==> config.mk <==
export PLATFORM = sky130hd
export DESIGN_NAME = demux8_collect
export DESIGN_NICKNAME = d
export VERILOG_FILES = /design/src/rtl/demux8_collect.sv
export SDC_FILE = /design/constraint.sdc
export NUM_CORES = 1
export LEC_CHECK = 0
export ABC_CLOCK_PERIOD_IN_PS = 1400
export BUFFER_PORTS_ARGS = -buffer_cell sky130_fd_sc_hd__buf_4
export CELL_PAD_IN_SITES_DETAIL_PLACEMENT = 1
export CELL_PAD_IN_SITES_GLOBAL_PLACEMENT = 1
export CORE_AREA = 2 2 73 75
export DETAILED_ROUTE_END_ITERATION = 12
export DIE_AREA = 0 0 75 77
export PLACE_DENSITY = 0.66
export REMOVE_ABC_BUFFERS = 1
export SLEW_MARGIN = 20
export SYNTH_ARGS = -nofsm -noshare
export SYNTH_HDL_FRONTEND = slang
export SYNTH_SLANG_ARGS = --single-unit
==> constraint.sdc <==
create_clock -name clk -period 1.4 [get_ports clk]
set_input_delay 0.14 -clock clk [delete_from_list [all_inputs] [get_ports clk]]
set_output_delay 0.14 -clock clk [all_outputs]
set_load 0.01 [all_outputs]
==> src/rtl/demux8_collect.sv <==
// demux8_collect: serial-to-parallel collector. This is the inverse of an 8:1 mux.
// A bit that is accepted while sel=k is stored at out_data[k].
// Compile-time option: define PARITY_EN to add a ninth, even-parity bit to each
// frame. With PARITY_EN the par_err output is present.
module demux8_collect (
    input  logic       clk,
    input  logic       rst,
    input  logic       clr,
    input  logic       in_valid,
    input  logic       in_bit,
    output logic       in_ready,
    output logic [2:0] sel,
    output logic [7:0] out_data,
    output logic       out_valid,
    input  logic       out_ready,
    output logic [7:0] frame_cnt
`ifdef PARITY_EN
    ,
    output logic       par_err
`endif
);

`ifdef PARITY_EN
    typedef enum logic [1:0] {
        COLLECT = 2'd0,
        PARITY  = 2'd1,
        HOLD    = 2'd2
    } state_t;
`else
    typedef enum logic [1:0] {
        COLLECT = 2'd0,
        HOLD    = 2'd2
    } state_t;
`endif

    state_t     state_q, state_d;
    logic [2:0] sel_q, sel_d;
    logic [7:0] shadow_q, shadow_d;
    logic [7:0] out_data_q, out_data_d;
    logic [7:0] frame_cnt_q, frame_cnt_d;
    logic [7:0] shadow_ins;
    logic       accept;
`ifdef PARITY_EN
    logic       par_err_q, par_err_d;
`endif

    // Ready is masked while reset is held, so nothing is offered as accepted during reset.
    always_comb begin
        in_ready  = rst & (state_q != HOLD);
        out_valid = (state_q == HOLD);
        accept    = in_valid & in_ready;
    end

    // This is the shadow byte with the current input bit placed at position sel.
    always_comb begin
        shadow_ins        = shadow_q;
        shadow_ins[sel_q] = in_bit;
    end

    // Next-state logic. A clear overrides everything else; it resets all state except the frame counter.
    always_comb begin
        state_d     = state_q;
        sel_d       = sel_q;
        shadow_d    = shadow_q;
        out_data_d  = out_data_q;
        frame_cnt_d = frame_cnt_q;
`ifdef PARITY_EN
        par_err_d   = par_err_q;
`endif
        if (clr) begin
            state_d    = COLLECT;
            sel_d      = 3'd0;
            shadow_d   = 8'h00;
            out_data_d = 8'h00;
`ifdef PARITY_EN
            par_err_d  = 1'b0;
`endif
        end else begin
            case (state_q)
                COLLECT: begin
                    if (accept) begin
                        shadow_d = shadow_ins;
                        sel_d    = sel_q + 3'd1;
                        if (sel_q == 3'd7) begin
`ifdef PARITY_EN
                            state_d    = PARITY;
`else
                            state_d    = HOLD;
                            out_data_d = shadow_ins;
`endif
                        end
                    end
                end
`ifdef PARITY_EN
                PARITY: begin
                    if (accept) begin
                        out_data_d = shadow_q;
                        par_err_d  = ^{shadow_q, in_bit};
                        state_d    = HOLD;
                    end
                end
`endif
                HOLD: begin
                    if (out_ready) begin
                        state_d     = COLLECT;
                        sel_d       = 3'd0;
                        frame_cnt_d = frame_cnt_q + 8'd1;
                    end
                end
                default: begin
                    state_d = COLLECT;
                    sel_d   = 3'd0;
                end
            endcase
        end
    end

    // State registers. A low rst clears all state asynchronously, so any partial or held byte is discarded.
    always_ff @(posedge clk or negedge rst) begin
        if (!rst) begin
            state_q     <= COLLECT;
            sel_q       <= 3'd0;
            shadow_q    <= 8'h00;
            out_data_q  <= 8'h00;
            frame_cnt_q <= 8'h00;
        end else begin
            state_q     <= state_d;
            sel_q       <= sel_d;
            shadow_q    <= shadow_d;
            out_data_q  <= out_data_d;
            frame_cnt_q <= frame_cnt_d;
        end
    end

`ifdef PARITY_EN
    // Parity error flag. It is captured together with out_data when the parity bit is accepted.
    always_ff @(posedge clk or negedge rst) begin
        if (!rst) begin
            par_err_q <= 1'b0;
        end else begin
            par_err_q <= par_err_d;
        end
    end

    assign par_err = par_err_q;
`endif

    assign sel       = sel_q;
    assign out_data  = out_data_q;
    assign frame_cnt = frame_cnt_q;

endmodule

# After elaboration in Yosys (flattened, before gate mapping)
# Cells that the tools add are included.
# Widths: inputs -> output; s select.
# classes
addsub	2
mux	19
bitwise	3
reduce_logical	10
eq_ne	6
n_lt_le_gt_ge	2
# op_table
cell	count
$mux 8	7
$mux 3	3
$reduce_and 3->1	3
$add 8x1->8 const B	1
$bwmux 8	1
$mux 2	4
$ne 3x3->1 const B	2
$pmux 3 s2	1
$reduce_bool 2->1	3
$lt 3x4->1 const B	1
$pmux 2 s2	1
$reduce_and 2->1	2
$add 3x1->3 const B	1
$demux 1 s3	1
$eq 3x3->1 const B	1
$ge 3x1->1 const B	1
$ne 3x2->1 const B	1
$and 1x1->1	2
$eq 2x2->1 const B	1
$logic_not 2->1	1
$ne 2x2->1 const B	1
$logic_and 1x1->1	1
$mux 1	1
$not 1->1	1
# totals
input_bits	6
wordCells	47
reg_bits	29
out_inout_bits	21

# Depth between registers and ports, before layout
# Gate-level depths: netlist (run 1).
# depth
word_depth	9
depth_mapped	7
ltp_nobuf	5

# Worst setup path after synthesis (run 1)
# No wires, ideal clock.
# synth_timing
path_type	flip-flop to flip-flop
startpoint	register sel_q[1] (netlist: sel[1])
endpoint	register state_q[1]
n_path_buf	2
setup_ps	125
path_stages_with_launch	8
required_time_ps	1275
slack_ps	-108
t_arrival_ps	1384
period_less_slack_ps	1508
cell_sequence	dfrtp_1 -> ha_1 -> ha_1 -> and4b_1 -> buf_6 -> buf_12 -> a21oi_1 -> nor2_1
# synth_via
elab_chain_cells	3
# synth_lines
item	line	rtl
from (decl)	37	logic [2:0] sel_q, sel_d;
from (signal assigned)	128	sel_q <= sel_d;
$eq 3x3->1	84	if (sel_q == 3'd7) begin
$ne 3x3->1 (no line)	-	
$reduce_and 3->1 (no line)	-	
to (signal assigned)	127	state_q <= state_d;
to (decl)	36	state_t state_q, state_d;
# No other way between the ends.
# A chain may end at the register's enable or synchronous reset.

# Final worst setup path (run 1)
# layout_timing
startpoint	register sel_q[1] (netlist: sel[1])
endpoint	register out_data_q[5] (netlist: out_data[5])
# layout_via
elab_chain_cells	9
elab_cells_between_ends	13
cone_classes	order compare (2); eq/ne (1); mux (7); reduce/logical (3)
# layout_lines
item	line	rtl
$lt 3x4->1 (not written as such) or $ge 3x1->1 (tied branches)	57	shadow_ins[sel_q] = in_bit;
$logic_and 1x1->1 (not written as such)	57	
$mux 1 (not written as such)	57	
$demux 1 s3	57	
$bwmux 8	57	
$mux 8	84	
$mux 8	81	if (accept) begin
$mux 8	79	case (state_q)
$mux 8	70	if (clr) begin
to (signal assigned)	130	out_data_q <= out_data_d;
to (decl)	39	logic [7:0] out_data_q, out_data_d;
# Several ways; a longest one is shown, not always the timed one. The select of a mux whose other input is x is not followed.

==> out/qor.yml, run 1 <==
logic_synthesis:
  yosysWarnings: 0
  ys_top_cells_by_count: "dfrtp_1, mux2i_1, nor2_1, nand2b_1, nand3_1"
  ys.flop_type: "dfrtp_1"
  synth.most_common_cell: "dfrtp_1"
  postSynthAreaPerCell_um2: 11.1
  yosys.area.top_type: "dfrtp_1"
  synth_top_area_share_pct: 45.9
  netlist_area_um2: 1530
  synth_cell_types: 36
  synth_edf_count: 0
  syn_inst: 137
  synth_seq_cells: 28
  ys_top_cells_by_area: "dfrtp_1, mux2i_1, a211oi_2"
  seq_area_frac_synth_pct: 45.9
  ys_async_sr_fraction_pct: 100
power:
  irDropWorstVdd_mv: 0.412
  totalPowerFinal_w: 0.00159
  power_leakage_nw: 0.936
  powerDensity_nw_per_um2: 822
layout:
  fillers: 563
  multi_input_area_um2: 769
  area_growth_pct: 27.1
  nets: 179
  register_area_um2: 701
  diodes: 0
  drive_gt1_share_pct: 40.2
  final_cell_area_um2: 1940
run_status:
  status: "complete, but fails checks"
  violations: "setup timing"
die:
  row_count: 26
  die-area_um2: 5780
  die_y_um: 77
  io_pins: 27
  core_area_um2: 4980
  start_util_pct: 30.7
  die_w_um: 75
clock_network:
  htreeDepth: 1
  numCtsBuffers: 3
  cts_tree: "yes"
  insertion_delay_ns: 0.28
  clock-sinks: 28
  clock_path_buffers: 2
  clk_pin_slew_ns: 0.10
  cts_root_buf: "clkbuf_8"
job:
  maxCapViolations: 0
sta:
  min_period_ns: 1.49
  fin_tns_setup_ns: -0.513
  max_clock_freq_mhz: 671
  timing.final.crit_share_pct: 106
  max_slew_margin_pct: 77.0
  rsz0062_at_grt: "true"
  tightest_slew_ns: 0.344
  final-hold-violation-count: 0
  setup_viol: 9
  skew_ns: 0.00118
  setup_slack_ns: -0.0900
  hold_ws_ns: 0.0742
  drv_slew: 0
critical_path:
  cp.arrival_ns: 1.65
  slowest_stage: "dfrtp_1"
  worstPathMaxFanout: 14
  worstSetupStartpointType: "register"
  crit_required_ns: 1.56
  cpMostUsedCell: "ha_1"
  max_stage_delay_ns: 0.41
  worst-setup-path-type: "register to register"
  critPathCaptureType: "register"
  path_cells: "ha_1 > ha_1 > and4b_2 > buf_12 > nor2_1 > a311oi_2"
drt:
  route.detailed.drc: 0
  routed_wl_um: 3830
  final_antenna_net_count: 0
  post_drt_wl_per_cell_um: 16.0
  vias: 1186
  drt_iter0_drc: 40
  vias_per_cell: 4.96
  drtPass1Iterations: 3
placement:
  portBuffers: 26
  pre_cts_ws_ns: -0.0631
  dp_hpwl_um: 2680
  gp_congestion: 0.776
  place_area_um2: 1820
grt:
  grt_pass1_vias: 1326
  grt_usage_pct: 14.3
  grt_pass1_wl_um: 6480
  grt_max_degree: 21
  grt-ovfl-total: 0
  grt_antenna_before_repair: 0
hold_path:
  holdCritPathClass: "primary input to register"
## state kept, by name (all words and copies together), names as in the netlist
signal     cells
frame_cnt      8
shadow_q       8
sel            3
out_data       8
state_q        1
## critical path: cells and delay by family (launching register included)
family	cells	cell delay (ns)
AND/OR/NAND/NOR	2	0.38
buffers and inverters	1	0.16
AO/OA/AOI/OAI	1	0.06
flip-flops	1	0.41
adder cells (fa/ha/maj)	2	0.36
## layer usage
metal  global-route usage, %  share of wire, %  vias to the layer above  routed length [um]
met5                       0                 0                        -                   0
met4                    3.21              0.81                        0                  31
met3                    2.76               3.9                        4                 150
met2                    23.8                50                       24                1910
met1                    18.8                45                      611                1740
li1                        -                 -                      547                   -
## cells in the final DEF (no fill, tap or decap), types with 2 or more instances in the layout
master and n:
a21bo_2 2, nand2_1 6, mux2i_1 12, nor3b_2 2, nand3b_1 4, xnor2_1 3, nand3_1 8, xor2_1 4
a311oi_2 2, nor2_1 4, dfrtp_1 28, nor3_1 2, a211oi_2 6, nand2b_1 8, a21oi_1 4, nand4_1 4
nand4b_1 3, nor2_2 7, buf_4 37, ha_1 3, clkbuf_8 3
## logic make-up after synthesis
family                     Yosys count  share of synthesized area, %
and+or+nand+nor                     56                          22.1
adders and majority gates            3                          2.46
AOI/OAI and AO/OA                   18                          11.2
DFF                                 28                          45.9
xor gates and xnor gates             7                          4.02
muxes                               13                          8.61
buffers and inverters               12                          5.65
## final cells by class
type                       count  area share, %
inverter                       1          0.193
tap                           70           4.51
timing repair buffer          39           15.9
multi-input combinational     97           39.7
clock buffer                   3           2.13
clock inverter                 1           1.55
sequential                    28           36.1
## report_power, final
part           switching [W]  total (W)  internal, W  leakage, nW
combinational      0.0000831   0.000133    0.0000497        0.510
sequential        0.00000319   0.000816     0.000813        0.390
clock               0.000263   0.000646     0.000383       0.0357
## worst paths after layout
check | from | to | slack (ns) | depth (start not counted)
max | sel[1] | out_data[5] | -0.09 | 6
min | clr | sel[2] | 0.07 | 2
max reg2reg | sel[1] | out_data[5] | -0.09 | 6
min reg2reg | frame_cnt[7] | frame_cnt[7] | 0.49 | 1
max in group asynchronous | rst | shadow_q[5] | 0.57 | 3
min in group asynchronous | rst | shadow_q[3] | 0.32 | 2
## timing repair
| action | CTS | global route |
|---|---|---|
| hold buffers | 1 | 0 |
| resized for setup | 0 | 10 |
| endpoints found under the hold margin | 28 | 0 |
| buffers inserted | 0 | 1 |
| setup endpoints to repair | 9 | 9 |
| cloned | 0 | 0 |
## through the flow
step | instances | utilization (%)
2_1_floorplan | 126 | -
3_3_place_gp | 233 | 36.6
3_5_place_dp | 233 | 36.6
4_1_cts | 238 | 38.2
5_1_grt | 239 | 39.0
6_report | 239 | 39.0
Note: power is estimated with default switching activity, not from simulation.
==> run 2: changes to the inputs <==
--- a/config.mk
+++ b/config.mk
@@ -6,7 +6,7 @@
 export NUM_CORES = 1
 export LEC_CHECK = 0
 export ABC_CLOCK_PERIOD_IN_PS = 1400
-export BUFFER_PORTS_ARGS = -buffer_cell sky130_fd_sc_hd__buf_4
+export BUFFER_PORTS_ARGS = -buffer_cell sky130_fd_sc_hd__buf_2
 export CELL_PAD_IN_SITES_DETAIL_PLACEMENT = 1
 export CELL_PAD_IN_SITES_GLOBAL_PLACEMENT = 1
 export CORE_AREA = 2 2 73 75
==> out/qor.yml, run 2 (same netlist as run 1, synthesis figures left out) <==
clock_network:
  numCtsBuffers: 3  # unchanged
  clk_pin_slew_ns: 0.11  # was 0.10 ns
  clock-sinks: 28  # unchanged
  htreeDepth: 1  # unchanged
  cts_root_buf: "clkbuf_8"  # unchanged
  cts_tree: "yes"  # unchanged
  insertion_delay_ns: 0.28  # about the same
  clock_path_buffers: 2  # unchanged
sta:
  skew_ns: 0.0132  # was 0.00118 ns
  max_clock_freq_mhz: 658  # was 671 MHz
  rsz0062_at_grt: "true"  # unchanged
  setup_viol: 8  # was 9
  min_period_ns: 1.52  # was 1.49 ns
  max_slew_margin_pct: 79.4  # was 77.0%
  setup_slack_ns: -0.120  # was -0.0900 ns
  timing.final.crit_share_pct: 109  # was 106%
  fin_tns_setup_ns: -0.588  # was -0.513 ns
  final-hold-violation-count: 0  # unchanged
  hold_ws_ns: 0.118  # was 0.0742 ns
  tightest_slew_ns: 0.309  # was 0.344 ns
  drv_slew: 0  # unchanged
hold_path:
  whs_path_depth: 2  # unchanged
  hold_start: "clr"  # unchanged
  holdPathEnd: "sel[2]"  # unchanged
  holdCritPathClass: "primary input to register"  # unchanged
critical_path:
  worst_r2r_startpoint: "sel[0]"  # was sel[1]
  worst-r2r-cell-count: 6  # unchanged
  r2r_end: "out_data[1]"  # was out_data[5]
  worstPathMaxFanout: 14  # unchanged
  worstSetupStartpointType: "register"  # unchanged
  crit_required_ns: 1.60  # was 1.56 ns
  critPathCaptureType: "register"  # unchanged
  worst-setup-path-type: "register to register"  # unchanged
  reg2reg_setup_slack_ns: -0.12  # was -0.09 ns
  cp.arrival_ns: 1.72  # was 1.65 ns
layout:
  nets: 178  # was 179
  diodes: 0  # unchanged
  final_common_cell: "dfrtp_1"  # was buf_4
  final_cell_mix: "dfrtp_1, buf_2, mux2i_1"  # was buf_4, dfrtp_1, mux2i_1
  drive_gt1_share_pct: 43.5  # was 40.2%
  fillers: 563  # unchanged
  area_growth_pct: 24.9  # was 27.1%
grt:
  grt_pass1_wl_um: 6370  # was 6480 um
  grt_antenna_before_repair: 0  # unchanged
  grt_max_degree: 21  # unchanged
  grt_usage_pct: 14.5  # was 14.3%
  grt-ovfl-total: 0  # unchanged
  grt_pass1_vias: 1263  # was 1326
drt:
  routed_wl_um: 3970  # was 3830 um
  drt_iter0_drc: 32  # was 40
  final_antenna_net_count: 0  # unchanged
  vias: 1194  # was 1186
  drtPass1Iterations: 4  # was 3
  route.detailed.drc: 0  # unchanged
  post_drt_wl_per_cell_um: 16.7  # was 16.0 um
  vias_per_cell: 5.02  # was 4.96
placement:
  gp_congestion: 0.725  # was 0.776
  portBuffers: 26  # unchanged
  dp_hpwl_um: 2780  # was 2680 um
  pre_cts_ws_ns: -0.0888  # was -0.0631 ns
die:
  start_util_pct: 30.7  # unchanged
  die-area_um2: 5780  # unchanged
  io_pins: 27  # unchanged
  core_area_um2: 4980  # unchanged
  row_count: 26  # unchanged
  die_w_um: 75  # unchanged
  die_y_um: 77  # unchanged
run_status:
  status: "complete, but fails checks"  # unchanged
  violations: "setup timing"  # unchanged
job:
  maxCapViolations: 0  # unchanged
power:
  power_leakage_nw: 0.925  # was 0.936 nW
  powerDensity_nw_per_um2: 842  # was 822 nW/um^2
  irDropWorstVdd_mv: 0.416  # was 0.412 mV
## run 2: cell types whose count changed in the layout (fill, tap and decap cells not counted), sizes merged
cell	change
buf	-1
## run 2: where the power goes
| part | internal (W) | total [W] | leakage [nW] | switching [W] |
|---|---|---|---|---|
| clock network | 0.000383 | 0.000660 | 0.0357 | 0.000276 |
| registers | 0.000813 | 0.000816 | 0.390 | 0.00000347 |
| logic | 0.0000449 | 0.000130 | 0.500 | 0.0000853 |
## run 2: how the worst max path moves through the flow
stage	start	to	slack, ns	cells after the start
floorplan	sel[0]	out_data[1]	-0.62	5
global placement	sel[0]	out_data[5]	-0.008	6
detailed placement	sel[0]	out_data[4]	-0.09	6
CTS	sel[0]	out_data[5]	-0.08	5
global route	sel[0]	out_data[5]	-0.18	6
finish	sel[0]	out_data[1]	-0.12	6
## run 2: layout make-up
type,count,area (um^2),area share (%)
flip-flops and latches,28,701,36.7
clock buffers,3,41.3,2.17
well taps,70,87.6,4.59
repair buffers,38,239,12.5
clock inverters,1,30.0,1.57
inverters,1,3.75,0.197
multi-input cells,97,805,42.2
## run 2: routing by layer
metal | global-route usage [%] | routed length [um] | up-vias | part of all wire [%]
met5 | 0 | 0 | - | 0
met4 | 3.39 | 38 | 0 | 0.96
met3 | 2.23 | 125 | 4 | 3.1
met2 | 25.0 | 2040 | 24 | 51
met1 | 18.5 | 1770 | 621 | 45
li1 | - | - | 545 | -
## run 2: worst max-delay path: stages (launching register included)
cell and delay [ns]:
dfrtp_1 0.38, ha_2 0.20, ha_4 0.12, and4b_2 0.28
buf_12 0.17, nor2_2 0.05, a311oi_2 0.23
## run 2: stage by stage
| step | utilization [%] | cells | total power (W) | instance area [um^2] |
|---|---|---|---|---|
| floorplan | - | 126 | 0.000878 | 1440 |
| global placement | 35.1 | 232 | 0.000946 | 1750 |
| detailed placement | 35.1 | 232 | 0.000953 | 1750 |
| CTS | 37.1 | 237 | 0.00161 | 1850 |
| global route | 38.3 | 238 | 0.00167 | 1910 |
| finish | 38.3 | 238 | 0.00161 | 1910 |
## run 2: what timing repair did
action | 4_1_cts | 5_1_grt
gates resized for setup | 8 | 12
hold buffers | 1 | 0
endpoints found under the setup margin | 10 | 10
pin swaps | 1 | 2
buffers inserted | 0 | 2
endpoints found under the hold margin | 28 | 0
==> run 3: changes to the inputs <==
--- a/config.mk
+++ b/config.mk
@@ -5,14 +5,15 @@
 export SDC_FILE = /design/constraint.sdc
 export NUM_CORES = 1
 export LEC_CHECK = 0
+export ABC_AREA = 1
 export ABC_CLOCK_PERIOD_IN_PS = 1400
 export BUFFER_PORTS_ARGS = -buffer_cell sky130_fd_sc_hd__buf_2
 export CELL_PAD_IN_SITES_DETAIL_PLACEMENT = 1
 export CELL_PAD_IN_SITES_GLOBAL_PLACEMENT = 1
-export CORE_AREA = 2 2 73 75
+export CORE_AREA = 2 2 71 73
 export DETAILED_ROUTE_END_ITERATION = 12
-export DIE_AREA = 0 0 75 77
-export PLACE_DENSITY = 0.66
+export DIE_AREA = 0 0 73 75
+export PLACE_DENSITY = 0.71
 export REMOVE_ABC_BUFFERS = 1
 export SLEW_MARGIN = 20
 export SYNTH_ARGS = -nofsm -noshare
==> out/qor.yml, run 3 <==
die:
  die_w_um: 73  # was 75 um
  start_util_pct: 31.2  # was 30.7%
  core_area_um2: 4660  # was 4980 um^2
  row_count: 25  # was 26
  die-area_um2: 5480  # was 5780 um^2
  die_y_um: 75  # was 77 um
  io_pins: 27  # unchanged
drt:
  wl_met3_um: 166  # was 125 um
  routed_wl_um: 3610  # was 3970 um
  vias_per_cell: 4.83  # was 5.02
  drt_iter0_drc: 39  # was 32
  post_drt_wl_per_cell_um: 13.4  # was 16.7 um
  wl_met1_um: 1690  # was 1770 um
  top_layer: "met4"  # unchanged
  wl_met2_um: 1680  # was 2040 um
  drtPass1Iterations: 4  # unchanged
  vias: 1305  # was 1194
  route.detailed.drc: 0  # unchanged
  final_antenna_net_count: 0  # unchanged
grt:
  grt_pass1_wl_um: 6240  # was 6370 um
  grt_usage_pct: 14.8  # was 14.5%
  grt_max_degree: 17  # was 21
  grt-ovfl-total: 0  # unchanged
  grt_pass1_vias: 1297  # was 1263
  grt_antenna_before_repair: 0  # unchanged
critical_path:
  worst-setup-path-type: "register to register"  # unchanged
  cp.arrival_ns: 1.48  # was 1.72 ns
  worstPathMaxFanout: 5  # was 14
  critPathCaptureType: "register"  # unchanged
  crit_required_ns: 1.58  # was 1.60 ns
  worst-r2r-cell-count: 6  # unchanged
  worstSetupStartpointType: "register"  # unchanged
placement:
  gp_congestion: 0.736  # was 0.725
  portBuffers: 26  # unchanged
  place_area_um2: 1670  # was 1750 um^2
  dp_hpwl_um: 2710  # was 2780 um
  post-place-cells: 263  # was 232
logic_synthesis:
  synthMuxAreaShare_pct: 0  # was 8.61%
  synth.most_common_cell: "nand2_1"  # was dfrtp_1
  syn_inst: 182  # was 137
  postSynthAreaPerCell_um2: 7.99  # was 11.1 um^2
  synth_edf_count: 0  # unchanged
  synth_top_family_by_area: "simple AND/OR/NAND/NOR gates"  # unchanged
  yosysWarnings: 0  # unchanged
  ys_top_cells_by_count: "nand2_1, dfrtp_1, nand3_1, inv_1, nand4_1"  # was dfrtp_1, mux2i_1, nor2_1, nand2b_1, nand3_1
  synth-simple-area-share_pct: 38.3  # was 22.1%
  synth_xor_area_share_pct: 1.81  # was 4.02%
  synth_top_area_share_pct: 48.2  # was 45.9%
  yosys.area_share.adder_pct: 2.58  # was 2.46%
  synth_cell_types: 23  # was 36
  yosys.area.top_type: "dfrtp_1"  # unchanged
  synth_seq_cells: 28  # unchanged
  ys_top_cells_by_area: "dfrtp_1, nand2_1, nand3_1"  # was dfrtp_1, mux2i_1, a211oi_2
  seq_area_frac_synth_pct: 48.2  # was 45.9%
  synth_compound_area_share_pct: 2.07  # was 11.2%
  netlist_area_um2: 1450  # was 1530 um^2
  ys.flop_type: "dfrtp_1"  # unchanged
  ys_async_sr_fraction_pct: 100  # unchanged
layout:
  final_cell_mix: "nand2_1, dfrtp_1, nand3_1"  # was dfrtp_1, buf_2, mux2i_1
  fin_util_pct: 38.4  # was 38.3%
  final_common_cell: "nand2_1"  # was dfrtp_1
  final_cell_area_um2: 1790  # was 1910 um^2
  diodes: 0  # unchanged
  area_growth_pct: 23.2  # was 24.9%
  register_area_um2: 701  # unchanged
  fillers: 584  # was 563
  nets: 226  # was 178
  layout.cells.non_filler: 270  # was 238
  multi_input_area_um2: 673  # was 805 um^2
  drive_gt1_share_pct: 25.0  # was 43.5%
sta:
  setup_viol: 0  # was 8
  rsz0062_at_grt: "false"  # was true
  final-hold-violation-count: 0  # unchanged
  drv_slew: 0  # unchanged
  max_clock_freq_mhz: 768  # was 658 MHz
  max_slew_margin_pct: 58.5  # was 79.4%
  tightest_slew_ns: 0.620  # was 0.309 ns
  fin_tns_setup_ns: 0  # was -0.588 ns
  min_period_ns: 1.30  # was 1.52 ns
  timing.final.crit_share_pct: 93.1  # was 109%
  skew_ns: 0.00287  # was 0.0132 ns
  hold_ws_ns: 0.179  # was 0.118 ns
run_status:
  status: "finished, final reports clean"  # was complete, but fails checks
hold_path:
  holdCritPathClass: "primary input to register"  # unchanged
  whs_path_depth: 4  # was 2
job:
  maxCapViolations: 0  # unchanged
clock_network:
  cts_tree: "yes"  # unchanged
  post_cts_buffers: 0  # unchanged
  clk_pin_slew_ns: 0.10  # was 0.11 ns
  clock_path_buffers: 2  # unchanged
  cts_root_buf: "clkbuf_8"  # unchanged
  htreeDepth: 1  # unchanged
  numCtsBuffers: 3  # unchanged
  insertion_delay_ns: 0.28  # about the same
  clock-sinks: 28  # unchanged
power:
  irDropWorstVdd_mv: 0.342  # was 0.416 mV
  power_leakage_nw: 0.998  # was 0.925 nW
  powerDensity_nw_per_um2: 1010  # was 842 nW/um^2
[run 3: per-layer routing]
layer | up-vias | global-route usage [%]
met5 | - | 0
met4 | 0 | 5.56
met3 | 5 | 1.61
met2 | 34 | 24.7
met1 | 613 | 19.7
li1 | 653 | -
[run 3: kinds of logic (layout without fill, tap and decap cells)]
family,Yosys count,in the layout
buffers and inverters,25,58
xor gates and xnor gates,3,3
AOI/OAI and AO/OA,6,6
adders and majority gates,3,3
and+or+nand+nor,117,118
DFF,28,28
[run 3: through the flow]
| step | total power (W) | setup slack [ns] |
|---|---|---|
| after floorplan | 0.00103 | -0.00488 |
| after global placement | 0.00116 | 0.128 |
| after detailed placement | 0.00117 | 0.0729 |
| after CTS | 0.00183 | 0.0514 |
| after global routing | 0.00190 | 0.0149 |
| final | 0.00180 | 0.0972 |
[run 3: final timing paths]
kind	startpoint	end	slack (ns)
worst max register to register	sel[0]	out_data[7]	0.1
max in group asynchronous	rst	sel[0]	0.39
min in group asynchronous	rst	shadow_q[3]	0.43
worst max-delay path	sel[0]	out_data[7]	0.1
worst min-delay path	clr	sel[2]	0.18
worst min register to register	out_data[5]	out_data[5]	0.48
[run 3: final cells by class]
type,instances,share of cell area (%)
Clock buffer,3,2.30
Clock inverter,1,1.68
Inverter,19,4.26
Multi-Input combinational cell,130,37.6
Sequential cell,28,39.1
Tap cell,54,3.77
Timing Repair Buffer,35,11.3
[run 3: critical path: stages, from the launching register on]
cell and delay (ns):
dfrtp_1 0.39, ha_1 0.20, ha_1 0.21, nand4_4 0.12
nand2_4 0.10, nand3_1 0.11, nand2_1 0.06
[run 3: report_power, final]
group	switching (W)	total, W	internal [W]
registers	0.0000180	0.000859	0.000841
clock network	0.000263	0.000646	0.000383
logic	0.000198	0.000296	0.0000981
total	0.000479	0.00180	0.00132
[run 3: timing repair]
| action | CTS | global route |
|---|---|---|
| gates resized for setup | 0 | 5 |
| setup endpoints to repair | 0 | 9 |
| hold buffers | 2 | 0 |
| hold endpoints to repair | 28 | 0 |
